--- config.mk ---
export PLATFORM = sky130hd
export DESIGN_NAME = program_sequencer
export DESIGN_NICKNAME = d
export VERILOG_FILES = /design/src/rtl/program_sequencer.sv
export SDC_FILE = /design/constraint.sdc
export NUM_CORES = 1
export LEC_CHECK = 0
export ABC_AREA = 1
export CAP_MARGIN = 15
export CORE_ASPECT_RATIO = 1.25
export CORE_MARGIN = 5
export CORE_UTILIZATION = 35
export DETAILED_ROUTE_END_ITERATION = 7
export PLACE_DENSITY = 0.58
export SETUP_SLACK_MARGIN = 0.2
export SYNTH_ARGS = -nofsm -noshare
export SYNTH_HDL_FRONTEND = slang
export SYNTH_SLANG_ARGS = --single-unit
--- constraint.sdc ---
create_clock -name origclk -period 4 [get_ports origclk]
set_clock_uncertainty 0.1 [all_clocks]
set_input_delay 0.4 -clock origclk [delete_from_list [all_inputs] [get_ports origclk]]
set_output_delay 0.4 -clock origclk [all_outputs]
set_load 0.005 [all_outputs]
--- src/rtl/program_sequencer.sv ---
// Instruction store and run sequencer for the 8-bit core: streams a program into RAM,
// holds the core in reset, then serves mem[pc] and stops on end, self-loop or timeout.
module program_sequencer #(
  parameter int unsigned DEPTH        = 16,
  parameter int unsigned AW           = 4,
  parameter int unsigned RESET_CYCLES = 2,
  parameter logic [7:0]  MAX_CYCLES   = 8'd255,
  parameter logic [7:0]  FILL         = 8'h00
) (
  input  logic          origclk,
  input  logic          reset,
  input  logic          load_valid,
  input  logic [7:0]    load_data,
  input  logic          load_last,
  output logic          load_ready,
  input  logic          start,
  input  logic [7:0]    pc,
  output logic [7:0]    instruction,
  output logic          core_reset,
  output logic          running,
  output logic          done,
  output logic [1:0]    status,
  output logic [AW:0]   prog_len,
  output logic [7:0]    cycle_count,
  output logic          error
);

  typedef enum logic [2:0] {
    S_IDLE, S_LOAD, S_READY, S_CRST, S_RUN, S_DONE
  } state_t;

  typedef enum logic [1:0] {
    ST_NONE, ST_END, ST_LOOP, ST_TIMEOUT
  } status_t;

  state_t        state_q, state_d;
  status_t       status_q, status_d;
  logic [AW-1:0] wr_ptr_q, wr_ptr_d;
  logic [AW:0]   prog_len_q, prog_len_d;
  logic [7:0]    cycle_count_q, cycle_count_d;
  logic          error_q, error_d;
  logic [7:0]    pc_prev_q, pc_prev_d;
  logic          pc_prev_vld_q, pc_prev_vld_d;
  logic [7:0]    crst_cnt_q, crst_cnt_d;
  logic [7:0]    mem_q [DEPTH];

  logic          mem_we;
  logic [AW-1:0] mem_waddr;
  logic          beat;
  logic          pc_in_prog;
  logic [8:0]    cycle_next;

  always_comb begin
    load_ready  = !(state_q inside {S_CRST, S_RUN});
    core_reset  = state_q inside {S_IDLE, S_LOAD, S_READY, S_CRST};
    running     = (state_q == S_RUN);
    done        = (state_q == S_DONE);
    pc_in_prog  = {1'b0, pc} < 9'(prog_len_q);
    instruction = '0;
    if (state_q inside {S_RUN, S_DONE})
      instruction = pc_in_prog ? mem_q[pc[AW-1:0]] : FILL;
  end

  assign status      = status_q;
  assign prog_len    = prog_len_q;
  assign cycle_count = cycle_count_q;
  assign error       = error_q;

  always_comb begin
    state_d       = state_q;
    status_d      = status_q;
    wr_ptr_d      = wr_ptr_q;
    prog_len_d    = prog_len_q;
    cycle_count_d = cycle_count_q;
    error_d       = error_q;
    pc_prev_d     = pc_prev_q;
    pc_prev_vld_d = pc_prev_vld_q;
    crst_cnt_d    = crst_cnt_q;
    mem_we        = 1'b0;
    mem_waddr     = wr_ptr_q;
    beat          = load_valid & load_ready;
    cycle_next    = {1'b0, cycle_count_q} + 9'd1;

    if (beat) begin
      mem_we = 1'b1;
      if (state_q == S_LOAD) begin
        wr_ptr_d   = wr_ptr_q + AW'(1);
        prog_len_d = prog_len_q + (AW+1)'(1);
        if (load_last) begin
          state_d = S_READY;
        end else if (wr_ptr_q == AW'(DEPTH-1)) begin
          state_d = S_READY;
          error_d = 1'b1;
        end
      end else begin
        // Any beat outside LOAD discards the old program and restarts at address 0.
        mem_waddr  = '0;
        wr_ptr_d   = AW'(1);
        prog_len_d = (AW+1)'(1);
        error_d    = 1'b0;
        state_d    = load_last ? S_READY : S_LOAD;
      end
    end else begin
      case (state_q)
        S_READY, S_DONE: begin
          if (start) begin
            state_d       = S_CRST;
            cycle_count_d = '0;
            status_d      = ST_NONE;
            crst_cnt_d    = '0;
          end
        end
        S_CRST: begin
          if (crst_cnt_q == 8'(RESET_CYCLES-1)) begin
            state_d       = S_RUN;
            pc_prev_vld_d = 1'b0;
          end else begin
            crst_cnt_d = crst_cnt_q + 8'd1;
          end
        end
        S_RUN: begin
          cycle_count_d = cycle_next[8] ? 8'hFF : cycle_next[7:0];
          pc_prev_d     = pc;
          pc_prev_vld_d = 1'b1;
          if (!pc_in_prog) begin
            state_d  = S_DONE;
            status_d = ST_END;
          end else if (pc_prev_vld_q && (pc == pc_prev_q)) begin
            state_d  = S_DONE;
            status_d = ST_LOOP;
          end else if (cycle_next == {1'b0, MAX_CYCLES}) begin
            state_d  = S_DONE;
            status_d = ST_TIMEOUT;
          end
        end
        default: ;
      endcase
    end
  end

  always_ff @(posedge origclk) begin
    if (reset) begin
      state_q       <= S_IDLE;
      status_q      <= ST_NONE;
      wr_ptr_q      <= '0;
      prog_len_q    <= '0;
      cycle_count_q <= '0;
      error_q       <= 1'b0;
      pc_prev_q     <= '0;
      pc_prev_vld_q <= 1'b0;
      crst_cnt_q    <= '0;
    end else begin
      state_q       <= state_d;
      status_q      <= status_d;
      wr_ptr_q      <= wr_ptr_d;
      prog_len_q    <= prog_len_d;
      cycle_count_q <= cycle_count_d;
      error_q       <= error_d;
      pc_prev_q     <= pc_prev_d;
      pc_prev_vld_q <= pc_prev_vld_d;
      crst_cnt_q    <= crst_cnt_d;
    end
  end

  always_ff @(posedge origclk) begin
    if (mem_we && !reset)
      mem_q[mem_waddr] <= load_data;
  end

endmodule

==> metrics.yaml <==
run_status:
  status: "complete, no violations"
floorplanning:
  io_pins: 49
  core_um2: 20970
  dieArea_um2: 24430
  die_w_um: 140.8
  die_h_um: 173.5
  rows: 59
  start_util: 0.3571
route:
  vias: 5384
  postRouteAntennaNets: 0
  drtIter0Drc: 401
  finalWirelength_mm: 17.91
  post_drt_wl_per_cell_um: 16.49
  drc_errors: 0
  vias_per_cell: 4.958
  dr.pass1.iters: 5
cells_and_area:
  stdcell_count: 1086
  n_antenna_cell: 0
  drive_gt1_frac: 0.1096
  synthToLayoutAreaGrowth_pct: 19.67
  n_fill_cell: 2024
  layout.nets: 830
cts:
  holdBufCountCts: 0
  cts_root_buffer: "clkbuf_16"
  cts_made_buffers: 17
  cts_tree: "built"
  post_cts_buffers: 0
  cts_sinks: 168
  cts_resized: 0
  clockBufferDepth: 2
  insertion_delay_ns: 0.43
  cts_max_level: 4
  clk_pin_slew_ns: 0.07
sta:
  max_freq_mhz: 309.6
  fin_tns_setup_ns: 0
  relSlewSlack: 0.5069
  fin_crit_sh: 0.8074
  period_minus_slack_ns: 3.230
  fin_hold_ws_ns: 0.3061
  slew_viol_final: 0
  rsz0062_at_grt: "no"
  tightestPinTransition_ns: 0.7373
  timing.final.ws_setup_ns: 0.7704
  hold_viol: 0
  setup_violations: 0
logic_synthesis:
  synthFlopType: "edfxtp_1"
  synth_cell_types: 43
  async_flop_share: 0
  yosys.area.top_type_share: 0.5135
  synth.area.top_cells: "edfxtp_1 (51%), dfxtp_1 (11%), nand2_1 (9.0%)"
  syn_area_per_cell_um2: 10.12
  synthCells: 740
  synth_top_area_cell: "edfxtp_1"
  ys_ff_latch: 168
  synth_nets: 771
  ys_seq_area_frac: 0.6204
  synth_edf_count: 128
  yosysWarnings: 0
  netlist_area_um2: 7486
job:
  cap_violations: 0
critical_path:
  r2r_slack_ns: 1.66
  worstPathArrival_ns: 2.73
  cp-end-kind: "primary output"
  worstPathCellList: "inv_1 > ha_1 > a21oi_1 > nand2_1 > nand2_1 > nand3_1 > a21oi_1 > clkdlybuf4s50_1"
  reg2reg_depth: 12
  path_max_fanout: 8
  slowest_delay_ns: 0.55
  rr_startpoint: "state_q[1]"
  crit_type: "reg -> out"
  r2r-end: "mem_q[12][0]"
  cp-start-kind: "flop"
  crit_slowest_cell: "clkdlybuf4s50_1"
  crit_required_ns: 3.50
hold_path:
  hold_start: "pc[0]"
  worstHoldPathCells: 3
  holdCritPathClass: "in -> reg"
  hold_path_end: "pc_prev_q[0]"
place:
  place_ws_ns: 0.7328
  hpwl_mm: 11.46
  dpl.cell_count: 1054
  gp_congestion: 0.7765
  port_buffers: 48
global_route:
  grt_pass1_wl_mm: 28.80
  grt_max_degree: 65
  grt_pass1_vias: 5450
  grt_usage: 0.1504
  antenna_found_initial: 0
  overflow: 0
power:
  ir_drop_v: 0.0003285
  power.density_nw_per_um2: 498.5
  p_leak_nw: 3.137
  finalPower_w: 0.004466
[report_power, final]
| part | internal [W] | switching [W] |
|---|---|---|
| Combinational | 0.000286 | 0.000505 |
| Sequential | 0.00196 | 0.0000681 |
| Clock | 0.000893 | 0.000751 |
[cell usage in the layout (no fill, tap or decap), types with 4 or more instances in the layout]
master,count
inv_1,41
or2_2,4
nand2_1,179
dfxtp_1,40
nor2_1,62
inv_6,4
clkbuf_16,17
clkdlybuf4s50_1,47
a32o_1,11
nor3_1,7
inv_2,9
nand4_1,6
a21oi_1,79
nand3_1,46
xor2_1,4
a221oi_1,16
o21ai_0,34
buf_4,21
edfxtp_1,128
ha_1,10
[routing by layer]
layer / global-route usage / wire length (um)
met3: 0.03256 / 1004
met2: 0.2460 / 8734
met5: 0 / 0
met4: 0.05210 / 190
met1: 0.1974 / 7982
[cells in the mapped netlist (2+ instances only)]
library cell	instances
inv_4	2
nor2_1	62
or2_2	4
nand3_1	46
inv_1	42
edfxtp_1	128
a21oi_1	79
a32o_1	11
ha_1	10
clkbuf_1	20
dfxtp_1	40
nand2_4	3
nand4_1	6
a211oi_1	2
a221oi_1	16
nor2_4	2
xor2_1	4
o21ai_2	2
and2_1	2
inv_2	8
nand2_2	2
nor3_1	7
nand2_1	179
nor4_1	2
buf_2	9
o21ai_0	34
nor2_2	2
[kinds of logic (layout without fill, tap and decap cells)]
logic type,after synthesis,count (layout),synth area share
xor+xnor,5,5,0.005850
flops,168,168,0.6204
simple gates,322,322,0.1887
compound gates,151,151,0.1213
buf+inv,84,156,0.04697
fa+ha+maj,10,10,0.01671
[state kept, by name (all words and copies together), names as in the netlist]
register / flops
prog_len: 5
wr_ptr_q: 4
cycle_count: 8
pc_prev_q: 8
status: 2
mem_q: 128
state_q: 3
crst_cnt_q: 8
error: 1
pc_prev_vld_q: 1
[per-stage QoR]
step                instance area [um2]    util
floorplan                          7486       -
global placement                   8354  0.3985
detailed placement                 8354  0.3985
CTS                                8959  0.4273
global route                       8959  0.4273
finish                             8959  0.4273
[worst max-delay path by stage]
stage / start / end
3_5_place_dp: pc[1] / instruction[2]
3_3_place_gp: pc[1] / instruction[2]
2_1_floorplan: state_q[1] / mem_q[13][0]
6_report: prog_len[3] / instruction[2]
4_1_cts: prog_len[3] / instruction[2]
5_1_grt: prog_len[1] / instruction[2]
[worst max-delay path: cells and delay by family (launching register included)]
family | cells | cell delay [ns]
compound gates | 2 | 0.50
buf+inv | 2 | 0.64
simple gates | 3 | 0.48
flops | 1 | 0.40
fa+ha+maj | 1 | 0.29
[layout make-up]
type | instances | area, um2 | area share
flip-flops and latches | 168 | 4644 | 0.5184
multi-input cells | 488 | 2490 | 0.2779
repair buffers | 71 | 673.1 | 0.07514
clock buffers | 17 | 425.4 | 0.04749
well taps | 274 | 342.8 | 0.03827
inverters | 53 | 203.9 | 0.02277
clock inverters | 15 | 178.9 | 0.01997
Power figures use the tool's default switching activity.
